<file path="config.mk">
export PLATFORM = sky130hd
export DESIGN_NAME = rd_txn_tracker_flat
export DESIGN_NICKNAME = d
export VERILOG_FILES = /design/src/rtl/rd_txn_tracker_if.sv /design/src/rtl/rd_txn_tracker.sv /design/src/flat_wrapper.sv
export SDC_FILE = /design/constraint.sdc
export NUM_CORES = 1
export LEC_CHECK = 0
export BUFFER_PORTS_ARGS = -buffer_cell sky130_fd_sc_hd__buf_2
export CAP_MARGIN = 10
export CORE_MARGIN = 1
export CORE_UTILIZATION = 25
export DETAILED_ROUTE_END_ITERATION = 8
export GPL_ROUTABILITY_DRIVEN = 0
export PLACE_DENSITY_LB_ADDON = 0.3
export SETUP_SLACK_MARGIN = 0.2
export SLEW_MARGIN = 15
export SYNTH_ARGS = -nofsm -noshare
export SYNTH_HDL_FRONTEND = slang
export SYNTH_SLANG_ARGS = --single-unit
</file>
<file path="constraint.sdc">
create_clock -name clk_i -period 7.6 [get_ports clk_i]
set_input_delay 0.76 -clock clk_i [delete_from_list [all_inputs] [get_ports clk_i]]
set_output_delay 0.76 -clock clk_i [all_outputs]
set_load 0.02 [all_outputs]
</file>
<file path="src/rtl/rd_txn_tracker_if.sv">
`default_nettype none
// ============================================================================
// Module   : rd_txn_tracker_if
// Brief    : AR/R handshake bundle observed by the read transaction tracker.
// Revision : 1.0
// ============================================================================
interface rd_txn_tracker_if #(
  parameter int ID_WIDTH = 4
) ();
  logic                ar_valid;
  logic                ar_ready;
  logic [ID_WIDTH-1:0] ar_id;
  logic [7:0]          ar_len;
  logic                r_valid;
  logic                r_ready;
  logic [ID_WIDTH-1:0] r_id;
  logic                r_last;

  modport master (
    output ar_valid, ar_id, ar_len, r_ready,
    input  ar_ready, r_valid, r_id, r_last
  );

  modport slave (
    input  ar_valid, ar_id, ar_len, r_ready,
    output ar_ready, r_valid, r_id, r_last
  );

  // The tracker only observes both directions of the channel.
  modport monitor (
    input ar_valid, ar_ready, ar_id, ar_len,
    input r_valid, r_ready, r_id, r_last
  );
endinterface
`default_nettype wire

</file>
<file path="src/rtl/rd_txn_tracker.sv">
`default_nettype none
// ============================================================================
// Module   : rd_txn_tracker
// Brief    : Tracks outstanding AXI reads with timeout budgets; define
//            RD_LAST_CHECK_EN to enable the burst-length check.
// Revision : 1.0
// ============================================================================
module rd_txn_tracker #(
  parameter int MAX_RD_TXNS   = 8,
  parameter int PRESCALER_DIV = 1,
  parameter int FIXED_BUDGET  = 2,
  parameter int CNT_WIDTH     = 10,
  parameter int ID_WIDTH      = 4
) (
  input  logic                 clk_i,
  input  logic                 rst_ni,
  rd_txn_tracker_if.monitor    bus,
  input  logic                 tick_i,
  input  logic                 irq_clr_i,
  output logic                 full_o,
  output logic                 timeout_o,
  output logic                 reset_req_o,
  output logic                 irq_o,
  output logic [2:0]           irq_cause_o,
  output logic [ID_WIDTH-1:0]  irq_id_o,
  output logic [CNT_WIDTH-1:0] latency_o,
  output logic                 latency_valid_o
);

  localparam int          N            = MAX_RD_TXNS;
  localparam int          IDX_W        = $clog2(N);
  localparam int          PS_SHIFT     = $clog2(PRESCALER_DIV);
  localparam logic [31:0] C_BUDGET_MAX = (32'd1 << CNT_WIDTH) - 32'd1;

  // Entry table
  logic [N-1:0]         valid_q, valid_d;
  logic [ID_WIDTH-1:0]  id_q     [N];
  logic [ID_WIDTH-1:0]  id_d     [N];
  logic [CNT_WIDTH-1:0] budget_q [N];
  logic [CNT_WIDTH-1:0] budget_d [N];
  // age_q[i][j] set means entry i was allocated before entry j
  logic [N-1:0]         age_q    [N];
  logic [N-1:0]         age_d    [N];
`ifdef RD_LAST_CHECK_EN
  logic [7:0]           len_q    [N];
  logic [7:0]           len_d    [N];
  logic [7:0]           beats_q  [N];
  logic [7:0]           beats_d  [N];
`endif

  logic                 irq_q, irq_d;
  logic [2:0]           cause_q, cause_d;
  logic [ID_WIDTH-1:0]  irq_id_q, irq_id_d;
  logic [CNT_WIDTH-1:0] latency_q, latency_d;
  logic                 lat_valid_q, lat_valid_d;

  logic                 w_full;
  logic                 w_free_found;
  logic [IDX_W-1:0]     w_free_idx;
  logic                 w_timeout;
  logic [IDX_W-1:0]     w_to_idx;
  logic [N-1:0]         w_match;
  logic [N-1:0]         w_oldest;
  logic                 w_hit;
  logic [IDX_W-1:0]     w_hit_idx;
  logic                 w_rbeat;
  logic                 w_unwanted;
  logic                 w_len_err;
  logic                 w_reset_req;
  logic                 w_alloc;
  logic                 w_retire;
  logic [31:0]          w_budget_sum;
  logic [CNT_WIDTH-1:0] w_budget_new;
  logic [2:0]           w_fault_cause;
  logic [ID_WIDTH-1:0]  w_fault_id;
  logic                 w_irq_base;
  logic [2:0]           w_cause_base;

  // Free-slot search, timeout detection and oldest-match selection.
  always_comb begin
    w_full       = &valid_q;
    w_free_found = 1'b0;
    w_free_idx   = '0;
    w_timeout    = 1'b0;
    w_to_idx     = '0;
    w_match      = '0;
    w_oldest     = '0;
    w_hit        = 1'b0;
    w_hit_idx    = '0;
    for (int i = N - 1; i >= 0; i--) begin
      if (!valid_q[i]) begin
        w_free_found = 1'b1;
        w_free_idx   = IDX_W'(i);
      end
      if (valid_q[i] && (budget_q[i] == '0)) begin
        w_timeout = 1'b1;
        w_to_idx  = IDX_W'(i);
      end
      w_match[i] = valid_q[i] && (id_q[i] == bus.r_id);
    end
    for (int i = 0; i < N; i++) begin
      w_oldest[i] = w_match[i];
      for (int j = 0; j < N; j++) begin
        if (w_match[j] && age_q[j][i]) w_oldest[i] = 1'b0;
      end
    end
    for (int i = N - 1; i >= 0; i--) begin
      if (w_oldest[i]) begin
        w_hit     = 1'b1;
        w_hit_idx = IDX_W'(i);
      end
    end
  end

  always_comb begin
    w_budget_sum = ({24'd0, bus.ar_len} >> PS_SHIFT) + 32'(FIXED_BUDGET);
    w_budget_new = (w_budget_sum > C_BUDGET_MAX) ? C_BUDGET_MAX[CNT_WIDTH-1:0]
                                                 : w_budget_sum[CNT_WIDTH-1:0];
  end

  // A timeout anywhere in the table swallows the R beat of that cycle.
  always_comb begin
    w_rbeat    = bus.r_valid && bus.r_ready && !w_timeout;
    w_unwanted = w_rbeat && !w_hit;
    w_retire   = w_rbeat && w_hit && bus.r_last;
    w_alloc    = bus.ar_valid && bus.ar_ready && !w_full && w_free_found;
`ifdef RD_LAST_CHECK_EN
    w_len_err  = 1'b0;
    if (w_rbeat && w_hit) begin
      if (bus.r_last) w_len_err = (beats_q[w_hit_idx] != len_q[w_hit_idx]);
      else            w_len_err = (beats_q[w_hit_idx] >= len_q[w_hit_idx]);
    end
`else
    w_len_err  = 1'b0;
`endif
    w_reset_req   = w_timeout || w_unwanted || w_len_err;
    w_fault_cause = {w_len_err, w_unwanted, w_timeout};
    w_fault_id    = w_timeout ? id_q[w_to_idx] : bus.r_id;
  end

  // Sticky interrupt state: a clear and a fresh fault in one cycle leave the fresh fault.
  always_comb begin
    w_irq_base   = irq_clr_i ? 1'b0 : irq_q;
    w_cause_base = irq_clr_i ? 3'b000 : cause_q;
    irq_d        = w_irq_base | (|w_fault_cause);
    cause_d      = w_cause_base | w_fault_cause;
    irq_id_d     = irq_clr_i ? '0 : irq_id_q;
    if ((|w_fault_cause) && !w_irq_base) irq_id_d = w_fault_id;
    latency_d    = w_retire ? budget_q[w_hit_idx] : latency_q;
    lat_valid_d  = w_retire;
  end

  always_comb begin
    valid_d = valid_q;
    for (int i = 0; i < N; i++) begin
      id_d[i]     = id_q[i];
      budget_d[i] = budget_q[i];
      age_d[i]    = age_q[i];
`ifdef RD_LAST_CHECK_EN
      len_d[i]    = len_q[i];
      beats_d[i]  = beats_q[i];
`endif
    end
    if (w_reset_req) begin
      valid_d = '0;
    end else begin
      if (tick_i) begin
        for (int i = 0; i < N; i++) begin
          if (valid_q[i] && (budget_q[i] != '0)) budget_d[i] = budget_q[i] - CNT_WIDTH'(1);
        end
      end
      if (w_rbeat && w_hit) begin
`ifdef RD_LAST_CHECK_EN
        beats_d[w_hit_idx] = beats_q[w_hit_idx] + 8'd1;
`endif
        if (bus.r_last) valid_d[w_hit_idx] = 1'b0;
      end
      // Target comes from registered state, so a slot retiring now is not reused until next cycle.
      if (w_alloc) begin
        valid_d[w_free_idx]  = 1'b1;
        id_d[w_free_idx]     = bus.ar_id;
        budget_d[w_free_idx] = w_budget_new;
`ifdef RD_LAST_CHECK_EN
        len_d[w_free_idx]    = bus.ar_len;
        beats_d[w_free_idx]  = 8'd0;
`endif
        for (int j = 0; j < N; j++) age_d[j][w_free_idx] = valid_q[j];
        age_d[w_free_idx] = '0;
      end
    end
  end

  always_ff @(posedge clk_i or negedge rst_ni) begin
    if (!rst_ni) begin
      valid_q <= '0;
      for (int i = 0; i < N; i++) begin
        id_q[i]     <= '0;
        budget_q[i] <= '0;
        age_q[i]    <= '0;
`ifdef RD_LAST_CHECK_EN
        len_q[i]    <= '0;
        beats_q[i]  <= '0;
`endif
      end
      irq_q       <= 1'b0;
      cause_q     <= 3'b000;
      irq_id_q    <= '0;
      latency_q   <= '0;
      lat_valid_q <= 1'b0;
    end else begin
      valid_q <= valid_d;
      for (int i = 0; i < N; i++) begin
        id_q[i]     <= id_d[i];
        budget_q[i] <= budget_d[i];
        age_q[i]    <= age_d[i];
`ifdef RD_LAST_CHECK_EN
        len_q[i]    <= len_d[i];
        beats_q[i]  <= beats_d[i];
`endif
      end
      irq_q       <= irq_d;
      cause_q     <= cause_d;
      irq_id_q    <= irq_id_d;
      latency_q   <= latency_d;
      lat_valid_q <= lat_valid_d;
    end
  end

  assign full_o          = w_full;
  assign timeout_o       = w_timeout;
  assign reset_req_o     = w_reset_req;
  assign irq_o           = irq_q;
  assign irq_cause_o     = cause_q;
  assign irq_id_o        = irq_id_q;
  assign latency_o       = latency_q;
  assign latency_valid_o = lat_valid_q;

endmodule
`default_nettype wire

</file>
<file path="src/flat_wrapper.sv">
// flat-port wrapper written by rule: the top's interface ports become plain ports
module rd_txn_tracker_flat 
#(
  parameter int MAX_RD_TXNS   = 8,
  parameter int PRESCALER_DIV = 1,
  parameter int FIXED_BUDGET  = 2,
  parameter int CNT_WIDTH     = 10,
  parameter int ID_WIDTH      = 4
)
  (clk_i, rst_ni, tick_i, irq_clr_i, full_o, timeout_o, reset_req_o, irq_o, irq_cause_o, irq_id_o, latency_o, latency_valid_o, bus_ar_valid, bus_ar_ready, bus_ar_id, bus_ar_len, bus_r_valid, bus_r_ready, bus_r_id, bus_r_last);
  rd_txn_tracker_if #(.ID_WIDTH(ID_WIDTH)) bus_i ();
  input  logic clk_i;
  input  logic rst_ni;
  input  logic tick_i;
  input  logic irq_clr_i;
  output logic full_o;
  output logic timeout_o;
  output logic reset_req_o;
  output logic irq_o;
  output logic [2:0] irq_cause_o;
  output logic [ID_WIDTH-1:0] irq_id_o;
  output logic [CNT_WIDTH-1:0] latency_o;
  output logic latency_valid_o;
  input wire logic [$bits(bus_i.ar_valid)-1:0] bus_ar_valid;
  input wire logic [$bits(bus_i.ar_ready)-1:0] bus_ar_ready;
  input wire logic [$bits(bus_i.ar_id)-1:0] bus_ar_id;
  input wire logic [$bits(bus_i.ar_len)-1:0] bus_ar_len;
  input wire logic [$bits(bus_i.r_valid)-1:0] bus_r_valid;
  input wire logic [$bits(bus_i.r_ready)-1:0] bus_r_ready;
  input wire logic [$bits(bus_i.r_id)-1:0] bus_r_id;
  input wire logic [$bits(bus_i.r_last)-1:0] bus_r_last;
  assign bus_i.ar_valid = bus_ar_valid;
  assign bus_i.ar_ready = bus_ar_ready;
  assign bus_i.ar_id = bus_ar_id;
  assign bus_i.ar_len = bus_ar_len;
  assign bus_i.r_valid = bus_r_valid;
  assign bus_i.r_ready = bus_r_ready;
  assign bus_i.r_id = bus_r_id;
  assign bus_i.r_last = bus_r_last;
  rd_txn_tracker #(.MAX_RD_TXNS(MAX_RD_TXNS), .PRESCALER_DIV(PRESCALER_DIV), .FIXED_BUDGET(FIXED_BUDGET), .CNT_WIDTH(CNT_WIDTH), .ID_WIDTH(ID_WIDTH)) u_core (.clk_i(clk_i), .rst_ni(rst_ni), .bus(bus_i), .tick_i(tick_i), .irq_clr_i(irq_clr_i), .full_o(full_o), .timeout_o(timeout_o), .reset_req_o(reset_req_o), .irq_o(irq_o), .irq_cause_o(irq_cause_o), .irq_id_o(irq_id_o), .latency_o(latency_o), .latency_valid_o(latency_valid_o));
endmodule
</file>
==> flow_summary.json, run 1 <==
{
  "cp_max_fo": 57,
  "status": "finished, final reports clean",
  "tightest_slew_ps": 1120,
  "fp.coreArea_um2": 45400,
  "setup_ws_ps": 2080,
  "grt_max_degree": 88,
  "final.setup_skew_ps": 14.4,
  "first_pass_iters": 5,
  "synth_xor_area_frac": 0.0289,
  "antenna_cells": 0,
  "clk_pin_slew_ps": 60,
  "synth_compound_area_frac": 0.238,
  "peakVddDrop_v": 0.000140,
  "root_buffer": "clkbuf_16",
  "wl_met3_um": 2410,
  "min_path_type": "input pin to async pin",
  "max-cap-violations": 0,
  "slowest_stage": "nor4_1",
  "num_vias": 10400,
  "first_global_vias": 9886,
  "crit_type": "flip-flop to primary output",
  "clock-sinks": 202,
  "cp.required_ps": 6840,
  "postSynthAreaPerCell_um2": 8.97,
  "drt-initial-drc-count": 932,
  "highest_layer": "met4",
  "yosys.area_share.simple": 0.206,
  "routed_wl_um": 40000,
  "ctsResizeCount": 0,
  "async_flop_share": 1.00,
  "ant_nets": 0,
  "rsz0062_at_grt": "false",
  "ctsHtreeMaxLevel": 1,
  "dr_wl_met2_um": 17800,
  "drc": 0,
  "max_freq_mhz": 181,
  "die_w_um": 217,
  "postCtsSetupRepairBufs": 0,
  "wire_per_inst_um": 21.0,
  "grt.overflow.total": 0,
  "worst-endpoint-arrival_ps": 4760,
  "dieHeight_um": 217,
  "clock_latency_ps": 530,
  "worstSetupEndpointType": "primary output",
  "cts_hold_buffers": 0,
  "post-route-min-period_ps": 5520,
  "cts_made_buffers": 23,
  "dp_slack_ps": 2570,
  "synth_fp_nets": 1319,
  "post-route-util": 0.287,
  "antenna_found_initial": 0,
  "ys.flop_type": "dfrtp_1",
  "synth_mux_area_frac": 0.0328,
  "synthCells": 1285,
  "place_area_um2": 12300,
  "grt_use_total": 0.169,
  "synthAdderAreaFrac": 0.00977,
  "avgViaCountPerCell": 5.43,
  "start_kind": "flip-flop",
  "critPathTopFamily": "simple AND/OR/NAND/NOR gates",
  "synth_seq_cells": 202,
  "synth.cell_area_um2": 11500,
  "yosys_warnings": 0,
  "synth-seq-area-share": 0.439,
  "relSlewSlack": 0.249,
  "cts_tree": "built",
  "critPathMaxStageDelay_ps": 950,
  "power.leakage_nw": 5.74,
  "clockBufferDepth": 3,
  "fin_area_um2": 13000,
  "synth_top_family_by_area": "compound AO/OA/AOI/OAI gates",
  "r2r-start": "u_core.budget_q[60]",
  "initial_core_util": 0.254,
  "crit_path_cell_trace": "inv_1 > ha_1 > or3b_2 > nor4_1 > nor2b_1 > and2_0 > nand2_2 > a41oi_4 > inv_4 > buf_4 > buf_2",
  "finalSetupTns_ps": 0,
  "power.density_cell_area_nw_per_um2": 253,
  "worst-path-buf-inv": 4,
  "setup_violations": 0,
  "io_buffers": 45,
  "io_pins": 47,
  "synth_edf_count": 0,
  "fin_crit_sh": 0.727,
  "hold_viol_final": 0,
  "wl_met1_um": 18900,
  "grt_pass1_wl_um": 62100,
  "num_rows": 78,
  "startpoint": "u_core.budget_q[60]",
  "synth_cell_types": 76,
  "die_area_um2": 47000,
  "nets": 1325,
  "area_growth_pct": 13.0,
  "drive_gt1_frac": 0.117,
  "p_total_mw": 3.29,
  "dpl.hpwl_um": 27800,
  "finalMaxSlewViolations": 0
}
## metal layers
metal / vias up / track usage
li1: 4735 / -
met1: 5233 / 0.249
met5: - / 0
met2: 337 / 0.258
met3: 59 / 0.0264
met4: 0 / 0.0399
## cells in the final DEF, fill, tap and decap left out, drive strengths merged, types with 6 or more instances in the layout
| cell type | n |
|---|---|
| clkbuf | 35 |
| o21ai | 88 |
| buf | 61 |
| a22oi | 21 |
| nand4 | 25 |
| a21o | 16 |
| a221o | 10 |
| nor2b | 16 |
| nor4 | 7 |
| xnor2 | 11 |
| inv | 42 |
| nor3 | 44 |
| a31oi | 6 |
| a211oi | 6 |
| a21oi | 79 |
| a22o | 56 |
| a32oi | 7 |
| a21boi | 9 |
| a222oi | 18 |
| or3 | 13 |
| or2 | 10 |
| and3 | 13 |
| and2 | 10 |
| nor2 | 115 |
| nand2b | 12 |
| nand2 | 161 |
| or4 | 7 |
| ha | 9 |
| nand3 | 14 |
| o22a | 13 |
| xor2 | 27 |
| nand4b | 10 |
| dfrtp | 202 |
| mux2i | 13 |
| o22ai | 42 |
| mux2 | 22 |
## worst reg2reg max path: cells and delay by family, from the launching register on
family,cells,cell delay [ps]
simple gates,6,2490
buf+inv,3,1130
flops,1,390
mux,1,350
fa+ha+maj,1,200
compound gates,1,70
## through the flow
step                      hold WS [ps]  std cells
after floorplan                    443       1285
after detailed placement           465       1866
after global routing               266       1907
after CTS                          235       1907
after global placement             464       1865
final                              214       1907
## cells in the mapped netlist, drive strengths merged, types with 3 or more instances
| cell type | number | area [um2] |
|---|---|---|
| o31a | 3 | 26.3 |
| nand4 | 25 | 156 |
| o2bb2ai | 3 | 26.3 |
| a211oi | 6 | 45.0 |
| and4 | 5 | 43.8 |
| dfrtp | 202 | 5050 |
| nand3b | 4 | 30.0 |
| a32oi | 7 | 61.3 |
| a221o | 10 | 100 |
| o22a | 13 | 114 |
| a21boi | 9 | 67.6 |
| nand3 | 14 | 70.1 |
| or3b | 3 | 26.3 |
| ha | 9 | 113 |
| inv | 42 | 160 |
| xnor2 | 11 | 96.3 |
| and3 | 13 | 81.3 |
| a22o | 56 | 490 |
| nand2 | 161 | 607 |
| a222oi | 18 | 180 |
| or4 | 7 | 52.6 |
| or2 | 10 | 62.6 |
| mux2 | 22 | 248 |
| a22oi | 21 | 158 |
| or3 | 13 | 81.3 |
| a21oi | 79 | 395 |
| o21ai | 88 | 440 |
| nor2 | 115 | 444 |
| xor2 | 27 | 236 |
| nor3 | 44 | 252 |
| clkbuf | 44 | 165 |
| nand2b | 12 | 75.1 |
| a21o | 16 | 120 |
| nor2b | 16 | 100 |
| a31oi | 6 | 37.5 |
| mux2i | 13 | 130 |
| nand4b | 10 | 87.6 |
| nor4 | 7 | 50.1 |
| o22ai | 42 | 263 |
| nor3b | 5 | 37.5 |
| and2 | 10 | 62.6 |
| buf | 36 | 200 |
## power breakdown
part	leakage [nW]	switching (mW)	internal, mW
logic	2.69	0.447	0.264
registers	2.69	0.216	1.26
clock network	0.358	0.471	0.640
## final timing paths
check	slack [ps]	cells after the start	endpoint
worst max-delay path	2080	11	reset_req_o
worst min-delay path	210	1	u_core.age_q[49]
worst max register to register	2840	12	u_core.id_q[7]
worst min register to register	480	1	u_core.latency_o[2]
max in group asynchronous	6050	2	u_core.budget_q[70]
min in group clk_i	480	1	u_core.latency_o[2]
## cell type report
cell class                 instances  area [um2]
timing repair buffer              61         363
inverter                          42         160
tap                              600         751
clock buffer                      35         671
sequential                       202        5050
clock inverter                     6        57.6
multi-input combinational        961        5970
fill                            4856       32400
## registers in the layout, summed over array words and instances, names as in the netlist
register	cells
u_core.irq_cause_o	2
u_core.irq_o	1
u_core.valid_q	8
u_core.latency_o	10
u_core.id_q	32
u_core.budget_q	80
u_core.irq_id_o	4
u_core.age_q	64
u_core.latency_valid_o	1
## kinds of logic after synthesis
kind of cell / after synthesis
and+or+nand+nor: 479
AOI/OAI and AO/OA: 399
DFF: 202
buffers and inverters: 122
xor gates and xnor gates: 38
muxes: 35
adders and majority gates: 9
other: 1
Power figures use the tool's default switching activity.
==> inputs of run 2 (changes only) <==
ABC_AREA = 1   (was unset)
clock period = 4.9 ns   (was 7.6 ns; I/O delays follow)
==> flow_summary.json, run 2 <==
{
  "fin_crit_sh": 0.899,
  "ctsResizeCount": 0,
  "die_area_um2": 51600,
  "dr_wl_met2_um": 21600,
  "routed_wl_um": 47100,
  "drive_gt1_frac": 0.0931,
  "dp_slack_ps": 1200,
  "p_switching_mw": 2.40,
  "area_growth_pct": 13.0,
  "max_freq_mhz": 227,
  "postCtsSetupRepairBufs": 0,
  "post-route-util": 0.286,
  "p_total_mw": 6.08,
  "io_buffers": 45,
  "antenna_found_initial": 2,
  "crit_type": "flip-flop to primary output",
  "post-route-min-period_ps": 4400,
  "highest_layer": "met4",
  "synth_fp_nets": 1838,
  "final_cell_mix": "504 x nand2_1, 202 x dfrtp_1, 188 x nor2_1",
  "power_frac_clock": 0.311,
  "clock-sinks": 202,
  "cts_made_buffers": 26,
  "final.setup_skew_ps": 12.5,
  "synth_edf_count": 0,
  "final_common_cell": "nand2_1",
  "peakVddDrop_v": 0.000222,
  "async_flop_share": 1.00,
  "multiInputGateArea_um2": 6430,
  "clockBufferDepth": 3,
  "regMostFlops": "u_core.budget_q",
  "grt_max_degree": 113,
  "cts_tree": "built",
  "wl_met3_um": 2930,
  "synth_cell_types": 46,
  "synth_seq_cells": 202,
  "fp.coreArea_um2": 50100,
  "relSlewSlack": 0.235,
  "clock_latency_ps": 550,
  "tightest_slew_ps": 1140,
  "grt.overflow.total": 0,
  "max-cap-violations": 0,
  "grt_pass1_wl_um": 73100,
  "yosys.area.top_type": "dfrtp_1",
  "synth_xor_area_frac": 0.0131,
  "finalMaxSlewViolations": 0,
  "synth_compound_area_frac": 0.138,
  "fin_hold_ws_ps": -41.8,
  "postSynthAreaPerCell_um2": 7.02,
  "clk_pin_slew_ps": 70,
  "violations": "hold timing",
  "worstSetupEndpointType": "primary output",
  "area.sequential_um2": 5050,
  "cp_max_fo": 74,
  "p_comb_frac": 0.291,
  "grt_use_total": 0.185,
  "drt-initial-drc-count": 1377,
  "num_rows": 82,
  "p_int_mw": 3.68,
  "num_vias": 12600,
  "hold_viol_final": 7,
  "min_path_type": "input pin to async pin",
  "dpl.hpwl_um": 33800,
  "synth_mux_area_frac": 0.00158,
  "synthTopCellsByArea": "dfrtp_1 40%, nand2_1 15%, nand3_1 5.9%",
  "finalSetupTns_ps": 0,
  "setup_violations": 0,
  "io_pins": 47,
  "rsz0062_at_grt": "false",
  "ctsHtreeMaxLevel": 1,
  "worst-endpoint-arrival_ps": 3910,
  "first_global_vias": 12000,
  "yosysTopAreaCellShare": 0.399,
  "wire_per_inst_um": 18.7,
  "yosys_warnings": 0,
  "dieHeight_um": 227,
  "first_pass_iters": 6,
  "yosys.area_share.simple": 0.346,
  "status": "finished with violations",
  "synth_common_cells": "504 x nand2_1, 202 x dfrtp_1, 188 x nor2_1, 179 x inv_1, 150 x nand3_1",
  "setup_ws_ps": 495,
  "power.density_cell_area_nw_per_um2": 425,
  "ant_nets": 0,
  "ys.flop_type": "dfrtp_1",
  "drc": 0,
  "synth-seq-area-share": 0.399,
  "avgViaCountPerCell": 5.00,
  "die_w_um": 227,
  "synthCells": 1804,
  "wl_met1_um": 21400,
  "cp.required_ps": 4410,
  "cts_hold_buffers": 0,
  "synthAdderAreaFrac": 0.00889,
  "switching_share": 0.395,
  "synth_top_family_by_area": "simple AND/OR/NAND/NOR gates",
  "power.leakage_nw": 6.86,
  "nets": 1864,
  "largest_register_ffs": 80,
  "start_kind": "flip-flop",
  "synth.cell_area_um2": 12700,
  "p_seq_frac": 0.399,
  "largestRegisters": "u_core.budget_q x80, u_core.age_q x64, u_core.id_q x32",
  "synth_most_common_cell": "nand2_1",
  "fill_cells": 5563,
  "initial_core_util": 0.253,
  "root_buffer": "clkbuf_16"
}
run 2: area by class of cell:
cell class              instances  share of cell area
multi-input cells            1336               0.449
flip-flops and latches        202               0.353
well taps                     672              0.0587
inverters                     194              0.0509
clock buffers                  32              0.0499
repair buffers                 70              0.0304
clock inverters                13             0.00751
diodes                          2            0.000349
run 2: critical path: stages (launching register included):
cell	delay (ps)
dfrtp_1	410
inv_1	80
ha_1	180
inv_1	60
nor2_1	60
nand3_1	160
nor2_1	120
nand2_1	150
nand2_1	80
nor2_1	230
inv_1	120
nor2_4	230
nand3_1	160
inv_1	110
nand3_2	80
nand2_2	110
buf_4	680
buf_2	300
run 2: through the flow:
stage,cells,instance area (um2)
2_1_floorplan,1804,12700
3_3_place_gp,2474,13500
3_5_place_dp,2474,13500
4_1_cts,2519,14300
5_1_grt,2519,14300
6_report,2521,14300
run 2: cells by family after synthesis:
group,count (synthesis)
buffers and inverters,266
XOR/XNOR,19
multiplexers,2
adder cells (fa/ha/maj),9
other,1
AND/OR/NAND/NOR,996
flip-flops,202
AO/OA/AOI/OAI,309
run 2: metal layers:
| layer | vias up | track usage |
|---|---|---|
| met1 | 6042 | 0.254 |
| met3 | 84 | 0.0285 |
| met2 | 456 | 0.299 |
| li1 | 6013 | - |
| met4 | 0 | 0.0513 |
| met5 | - | 0 |
run 2: final timing paths:
path                                startpoint             endpoint  slack [ps]  cells past startpoint
min                                     rst_ni      u_core.id_q[29]         -40                      1
min reg2reg                   u_core.age_q[35]     u_core.age_q[35]         470                      2
max reg2reg                u_core.budget_q[20]   u_core.irq_id_o[2]        1130                     18
max                        u_core.budget_q[21]          reset_req_o         500                     17
min in group clk_i                   irq_clr_i         u_core.irq_o         200                      2
max in group asynchronous               rst_ni  u_core.budget_q[12]        3890                      2
run 2: power by group through the flow:
stage	logic (mW)	registers, mW	clock network [mW]
floorplan	1.26	2.32	0
global placement	1.72	2.44	0
detailed placement	1.75	2.44	0
CTS	1.76	2.42	1.92
global route	2.00	2.47	2.00
finish	1.77	2.43	1.89
==> inputs of run 3 (changes only) <==
==> constraint.sdc (replaced) <==
create_clock -name clk_i -period 4.9 [get_ports clk_i]
set_input_delay 0.98 -clock clk_i [delete_from_list [all_inputs] [get_ports clk_i]]
set_output_delay 0.98 -clock clk_i [all_outputs]
set_load 0.02 [all_outputs]
==> flow_summary.json, run 3 (same netlist as run 2, synthesis figures left out) <==
{
  "largestRegisters": "u_core.budget_q x80, u_core.age_q x64, u_core.id_q x32",
  "power.density_cell_area_nw_per_um2": 428,
  "crit_type": "flip-flop to primary output",
  "final.setup_skew_ps": 13.4,
  "final_cell_mix": "504 x nand2_1, 202 x dfrtp_1, 188 x nor2_1",
  "ctsResizeCount": 0,
  "grt.overflow.total": 0,
  "rsz0062_at_grt": "false",
  "r2r_slack_ps": 800,
  "postCtsSetupRepairBufs": 0,
  "fp.coreArea_um2": 50100,
  "wire_per_inst_um": 18.7,
  "post-route-util": 0.287,
  "drc": 0,
  "clock-sinks": 202,
  "place_area_um2": 13500,
  "regMostFlops": "u_core.budget_q",
  "io_pins": 47,
  "tightest_slew_ps": 1170,
  "num_rows": 82,
  "worstSetupEndpointType": "primary output",
  "clk_pin_slew_ps": 70,
  "max_freq_mhz": 232,
  "cp.required_ps": 3920,
  "largest_register_ffs": 80,
  "dp_slack_ps": 560,
  "die_w_um": 227,
  "ctsHtreeMaxLevel": 1,
  "drive_gt1_frac": 0.0932,
  "antenna_found_initial": 2,
  "worst-endpoint-arrival_ps": 3330,
  "fin_crit_sh": 0.879,
  "finalMaxSlewViolations": 0,
  "post-route-min-period_ps": 4310,
  "finalSetupTns_ps": 0,
  "multiInputGateArea_um2": 6430,
  "r2r_cells": 20,
  "startpoint": "u_core.budget_q[23]",
  "initial_core_util": 0.253,
  "status": "finished, final reports clean",
  "grt_max_degree": 91,
  "r2r-start": "u_core.budget_q[23]",
  "root_buffer": "clkbuf_16",
  "routed_wl_um": 47000,
  "start_kind": "flip-flop",
  "cts_hold_buffers": 0,
  "grt_use_total": 0.184,
  "avgViaCountPerCell": 5.02,
  "clockBufferDepth": 3,
  "power.leakage_nw": 6.90,
  "drt-initial-drc-count": 1360,
  "antenna_cells": 0,
  "area_growth_pct": 13.3,
  "r2r-end": "u_core.age_q[40]",
  "first_global_vias": 12100,
  "dieHeight_um": 227,
  "cp-endpoint": "reset_req_o",
  "io_buffers": 45,
  "dpl.hpwl_um": 34100,
  "cts_tree": "built",
  "final_common_cell": "nand2_1",
  "setup_violations": 0,
  "max-cap-violations": 0,
  "area.sequential_um2": 5050,
  "hold_viol_final": 0,
  "cp_max_fo": 10,
  "fin_area_um2": 14400,
  "ant_nets": 0,
  "cts_made_buffers": 24,
  "fill_cells": 5592,
  "setup_ws_ps": 595,
  "first_pass_iters": 8,
  "relSlewSlack": 0.214,
  "grt_pass1_wl_um": 72800,
  "die_area_um2": 51600,
  "min_path_type": "input pin to async pin",
  "peakVddDrop_v": 0.000312,
  "nets": 1862,
  "num_vias": 12600,
  "clock_latency_ps": 540
}
## run 3: power by group
part	switching, mW	internal (mW)	leakage, nW
Sequential	0.392	2.03	2.65
Clock	0.791	1.17	0.421
Combinational	1.20	0.570	3.82
Total	2.38	3.77	6.90
## run 3: worst min path at each step
stage,from,end,cells past startpoint
2_1_floorplan,u_core.age_q[14],u_core.age_q[14],2
3_3_place_gp,u_core.age_q[15],u_core.age_q[15],2
3_5_place_dp,u_core.irq_cause_o[0],u_core.irq_cause_o[0],2
4_1_cts,rst_ni,u_core.age_q[31],1
5_1_grt,rst_ni,u_core.id_q[31],1
6_report,rst_ni,u_core.id_q[31],1
## run 3: final cells by class
type / count / area share
inverter: 194 / 0.0508
multi-input combinational: 1336 / 0.448
timing repair buffer: 70 / 0.0321
sequential: 202 / 0.352
tap: 672 / 0.0586
clock inverter: 15 / 0.0126
clock buffer: 29 / 0.0460
## run 3: metrics by stage
stage,cells,power (mW),hold WS (ps)
2_1_floorplan,1804,3.58,437
5_1_grt,2518,6.52,449
6_report,2518,6.15,419
3_3_place_gp,2474,4.15,465
3_5_place_dp,2474,4.18,470
4_1_cts,2518,6.17,428
## run 3: routing by layer
layer,share of wire,wire (um),vias up,GRT usage
li1,-,-,5991,-
met1,0.45,21300,6053,0.260
met2,0.45,21100,522,0.291
met3,0.068,3210,80,0.0257
met4,0.028,1340,0,0.0559
met5,0,0,-,0
## run 3: worst max-delay path, stage by stage, from the launching register on
cell,delay [ps]
dfrtp_1,500
inv_1,110
nand2_1,110
nor2_1,70
nand3_1,120
nor2_1,120
nand2_1,150
nand2_1,70
nor2_1,370
inv_1,140
nor2_4,110
nand3_1,180
inv_1,140
nand3_2,80
nand2_2,250
buf_2,250
